`src/rtl/display_scan_ctrl.sv`:
```
// Multi-digit seven-segment scan engine: per-slot blanking, frame-synchronous
// value capture, leading-zero suppression, enable/freeze and a frame tick.
module display_scan_ctrl #(
  parameter int NUM_DIGITS   = 4,
  parameter int DIGIT_CYCLES = 120000,
  parameter int BLANK_CYCLES = 1000,
  parameter int CNT_W        = 19,
  parameter bit LZ_BLANK     = 1'b1,
  localparam int IDX_W       = (NUM_DIGITS > 1) ? $clog2(NUM_DIGITS) : 1
) (
  input  logic                    clk,
  input  logic                    rst,
  input  logic                    en,
  input  logic [4*NUM_DIGITS-1:0] value,
  input  logic [NUM_DIGITS-1:0]   dp_mask,
  output logic [NUM_DIGITS-1:0]   an,
  output logic [6:0]              seg,
  output logic                    dp,
  output logic [IDX_W-1:0]        digit_idx,
  output logic                    frame_tick
);

  logic [CNT_W-1:0]        cnt;
  logic [IDX_W-1:0]        idx;
  logic [4*NUM_DIGITS-1:0] sval;
  logic [NUM_DIGITS-1:0]   sdp;

  logic                  last_cnt, last_idx, boundary, in_blank;
  logic [NUM_DIGITS-1:0] supp;
  logic [NUM_DIGITS-1:0] onehot;
  logic [3:0]            cur_nib;
  logic                  cur_dp, cur_supp;
  logic [NUM_DIGITS-1:0] an_d;
  logic [6:0]            seg_d;
  logic                  dp_d;

  function automatic logic [6:0] hex7(input logic [3:0] h);
    case (h)
      4'h0:    hex7 = 7'b1000000;
      4'h1:    hex7 = 7'b1111001;
      4'h2:    hex7 = 7'b0100100;
      4'h3:    hex7 = 7'b0110000;
      4'h4:    hex7 = 7'b0011001;
      4'h5:    hex7 = 7'b0010010;
      4'h6:    hex7 = 7'b0000010;
      4'h7:    hex7 = 7'b1111000;
      4'h8:    hex7 = 7'b0000000;
      4'h9:    hex7 = 7'b0010000;
      4'hA:    hex7 = 7'b0001000;
      4'hB:    hex7 = 7'b0000011;
      4'hC:    hex7 = 7'b1000110;
      4'hD:    hex7 = 7'b0100001;
      4'hE:    hex7 = 7'b0000110;
      default: hex7 = 7'b0001110;
    endcase
  endfunction

  assign last_cnt  = (cnt == CNT_W'(DIGIT_CYCLES - 1));
  assign last_idx  = (idx == IDX_W'(NUM_DIGITS - 1));
  assign boundary  = en && last_cnt && last_idx;
  assign digit_idx = idx;

  generate
    if (BLANK_CYCLES > 0) begin : g_blank
      assign in_blank = (cnt < CNT_W'(BLANK_CYCLES));
    end else begin : g_noblank
      assign in_blank = 1'b0;
    end
  endgenerate

  // A digit is dark when it and every digit above it carry neither a value nor a point.
  always_comb begin
    logic zero_run;
    zero_run = 1'b1;
    supp     = '0;
    for (int i = NUM_DIGITS - 1; i >= 0; i--) begin
      zero_run = zero_run && (sval[4*i +: 4] == 4'h0) && !sdp[i];
      supp[i]  = LZ_BLANK && zero_run && (i != 0);
    end
  end

  always_comb begin
    cur_nib  = 4'h0;
    cur_dp   = 1'b0;
    cur_supp = 1'b0;
    onehot   = '0;
    for (int i = 0; i < NUM_DIGITS; i++) begin
      if (idx == IDX_W'(i)) begin
        cur_nib   = sval[4*i +: 4];
        cur_dp    = sdp[i];
        cur_supp  = supp[i];
        onehot[i] = 1'b1;
      end
    end
  end

  always_comb begin
    an_d  = '1;
    seg_d = 7'b1111111;
    dp_d  = 1'b1;
    if (en && !in_blank && !cur_supp) begin
      an_d  = ~onehot;
      seg_d = hex7(cur_nib);
      dp_d  = ~cur_dp;
    end
  end

  // Counter/shadow state and registered drive; outputs lag cnt/idx by one cycle.
  always_ff @(posedge clk or posedge rst) begin
    if (rst) begin
      cnt        <= '0;
      idx        <= '0;
      sval       <= '0;
      sdp        <= '0;
      an         <= '1;
      seg        <= 7'b1111111;
      dp         <= 1'b1;
      frame_tick <= 1'b0;
    end else begin
      an         <= an_d;
      seg        <= seg_d;
      dp         <= dp_d;
      frame_tick <= boundary;
      if (en) begin
        if (last_cnt) begin
          cnt <= '0;
          idx <= last_idx ? '0 : idx + IDX_W'(1);
        end else begin
          cnt <= cnt + CNT_W'(1);
        end
      end
      if (boundary) begin
        sval <= value;
        sdp  <= dp_mask;
      end
    end
  end

endmodule
```
`config.mk`:
```
export PLATFORM = sky130hd
export DESIGN_NAME = display_scan_ctrl
export DESIGN_NICKNAME = d
export VERILOG_FILES = /design/src/rtl/display_scan_ctrl.sv
export SDC_FILE = /design/constraint.sdc
export NUM_CORES = 1
export LEC_CHECK = 0
export ABC_AREA = 0
export BUFFER_PORTS_ARGS = -buffer_cell sky130_fd_sc_hd__buf_2
export CORE_ASPECT_RATIO = 1.25
export CORE_MARGIN = 2
export CORE_UTILIZATION = 35
export DETAILED_ROUTE_END_ITERATION = 8
export PLACE_DENSITY = 0.58
export SLEW_MARGIN = 20
export SYNTH_ARGS = -nofsm -noshare
export SYNTH_HDL_FRONTEND = slang
export SYNTH_SLANG_ARGS = --single-unit
```
`constraint.sdc`:
```
create_clock -name clk -period 3.4 [get_ports clk]
set_input_delay 0.68 -clock clk [delete_from_list [all_inputs] [get_ports clk]]
set_output_delay 0.68 -clock clk [all_outputs]
set_load 0.005 [all_outputs]
```
==> summary.txt <==
outcome = finished, final reports clean
Final min period = 2.83 ns
Rows = 36
register area share after synthesis = 0.490
Syn Area/Cell = 10.8 um2
Via density = 5.05
Mapped Area = 0.00279 mm2
area occupied by multi-input gates = 0.00131 mm2
Leak Pwr = 1.45 nW
Synth Instances = 259
HPWL after detailed placement = 4070 um
Nets = 328
clock latency on the worst-skew pair = 0.31 ns
drt drc = 0
number of buffers created by CTS = 5
ys async rst share = 1.00
1st-pass router iterations = 4
total negative setup slack = 0 ns
fmax = 0.353 GHz
H-tree Lvls = 2
Root Driver = clkbuf_8
CP endpoint kind = register
Final ANT Viol Nets = 0
most frequent cells in the layout = dfrtp_1 (42), buf_2 (37), nand2_1 (27)
Hold Fails Final Rpt = 0
Synth top area share = 0.377
Clock transition at path regs = 0.11 ns
max_slew headroom = 0.389
Syn. warnings = 0
Max-cap violations = 0
crit-path cells = or4b_1 -> or4_4 -> nor2_4 -> nand2_2 -> mux2_4
fraction of final layout cells with drive strength greater than 1 = 0.288
drt wl/cell = 13.9 um
Area Growth Syn to Fin = 12.6%
Hold Buf Count CTS = 0
GP Congestion = 0.799
flop2flop setup slack = 0.57 ns
RSZ-0062 raised after global routing = false
EDFF count, synth = 0
# fillers = 791
aggregate routed wire length = 5430 um
# setup viols final = 0
CP Launch Type = register
Reg2Reg Depth = 5
commonest non-fill, non-tap cell in the layout = dfrtp_1
slew at the pin with the worst max-slew slack = 0.912 ns
largest net degree at the start of global routing = 51
Bufs on Longest Clock Path = 2
CP Class = reg -> reg
Cell Pwr Density = 367 mW/mm2
antenna violations before repair = 0
launching point of the worst reg2reg path = cnt[9]$_DFFE_PP0P_
CP required = 3.59 ns
most common flop cell mapped by yosys = dfrtp_1
Post-DP Area = 0.00305 mm2
CP max stage delay = 0.57 ns
final worst-path cycle share = 0.833
PostCTS Resize Cnt = 0
reg-to-reg endpoint = sval[8]$_DFFE_PP0P_
Hold Crit Class = in -> async
Core Region = 0.00775 mm2
Worst Clk Skew = 0.0132 ns
Crit Path Max Fanout = 21
IO Count = 38
Yosys cell types = 45
Die W = 83.8 um
Worst Path Buf+Inv = 0
die area = 0.00870 mm2
first-pass GRT wire length = 9290 um
Max rail drop VDD = 0.191 mV
routed via count = 1969
Initial Util = 0.360
Slew Viols, Final = 0
CTS tree = done
CTS sink cnt = 54
Worst Path Arrival = 3.02 ns
# Post-CTS Setup Buffers = 0
Remaining Overflow, GRT = 0
storage element area = 0.00137 mm2
largest area contributor in the netlist = dfrtp_1
First DRT Iteration DRCs = 63
crit-path leading delay family = simple AND/OR/NAND/NOR gates
synth top area cells = dfrtp_1 (38%), dfstp_2 (11%), mux2_4 (10%)
DIE HEIGHT = 104 um
Syn Nets = 293
vias in the first global route = 1912
CP max stage cell = or4_4
number of synthesized register bits = 54
Ant. Diodes = 0
Design Area, Final = 0.00314 mm2
buffers added on ports = 37
gr usage total = 0.133
==> where the power goes <==
group	internal [W]	switching [W]	total, W
Clock	0.000146	0.000211	0.000357
Sequential	0.000673	0.0000369	0.000710
Combinational	0.0000387	0.0000453	0.0000840
==> worst max-delay path by stage <==
stage | startpoint | endpoint | slack (ns) | cells after the start
after global placement | cnt[9]$_DFFE_PP0P_ | sval[2]$_DFFE_PP0P_ | 0.61 | 5
after global routing | cnt[9]$_DFFE_PP0P_ | sval[14]$_DFFE_PP0P_ | 0.38 | 5
after floorplan | cnt[9]$_DFFE_PP0P_ | sdp[3]$_DFFE_PP0P_ | 1.15 | 6
final | cnt[9]$_DFFE_PP0P_ | sval[8]$_DFFE_PP0P_ | 0.57 | 5
after CTS | cnt[9]$_DFFE_PP0P_ | sval[14]$_DFFE_PP0P_ | 0.54 | 5
after detailed placement | cnt[9]$_DFFE_PP0P_ | sval[8]$_DFFE_PP0P_ | 0.57 | 5
==> synth_stat cells, types with 3 or more instances <==
cell type   n
xor2_1      6
or3_1       3
ha_1       11
nand4_1     3
nor2_1     24
nand3b_1    6
xnor2_1     8
nand2_1    27
mux2_4     19
o21ai_0     9
clkbuf_1    8
a211oi_1    4
nor3b_1     3
nor3_1      7
inv_1      13
nand3_1     8
dfstp_2    12
dfrtp_1    42
nor4_1      3
a21oi_1     7
==> metal layers <==
layer	vias up	global-route usage	part of all wire
li1	965	-	-
met1	961	0.167	0.43
met2	35	0.230	0.53
met3	8	0.0279	0.033
met4	0	0.0357	0.015
met5	-	0	0
==> worst register-to-register path, delay by kind of cell, from the launching register on <==
kind	cells	cell delay, ns
and+or+nand+nor	4	1.80
DFF	1	0.46
muxes	1	0.45
==> per-stage QoR <==
step / std cells / utilization / hold slack (ns) / worst slack [ns] / total power, W
2_1_floorplan: 259 / - / 0.435 / 1.15 / 0.000771
3_3_place_gp: 382 / 0.394 / 0.476 / 0.611 / 0.000806
3_5_place_dp: 382 / 0.394 / 0.486 / 0.572 / 0.000809
4_1_cts: 390 / 0.405 / 0.500 / 0.541 / 0.00117
5_1_grt: 390 / 0.405 / 0.512 / 0.381 / 0.00121
6_report: 390 / 0.405 / 0.488 / 0.568 / 0.00115
==> state kept, by name (all words and copies together) (netlist names) <==
name and flops:
an 4, cnt 19, digit_idx 2, dp 1, frame_tick 1, sdp 4, seg 7, sval 16
==> cell families after synthesis <==
group,after synthesis,synth area share
DFF,54,0.490
buffers and inverters,25,0.0408
and+or+nand+nor,97,0.175
xor gates and xnor gates,14,0.0440
muxes,22,0.114
AOI/OAI and AO/OA,36,0.0871
adders and majority gates,11,0.0494
==> final cells by class <==
type / count / share of cell area
multi-input cells: 180 / 0.416
flip-flops and latches: 54 / 0.435
clock inverters: 3 / 0.00638
inverters: 13 / 0.0159
well taps: 95 / 0.0379
clock buffers: 5 / 0.0219
repair buffers: 40 / 0.0662
Note: power is estimated with default switching activity, not from simulation.
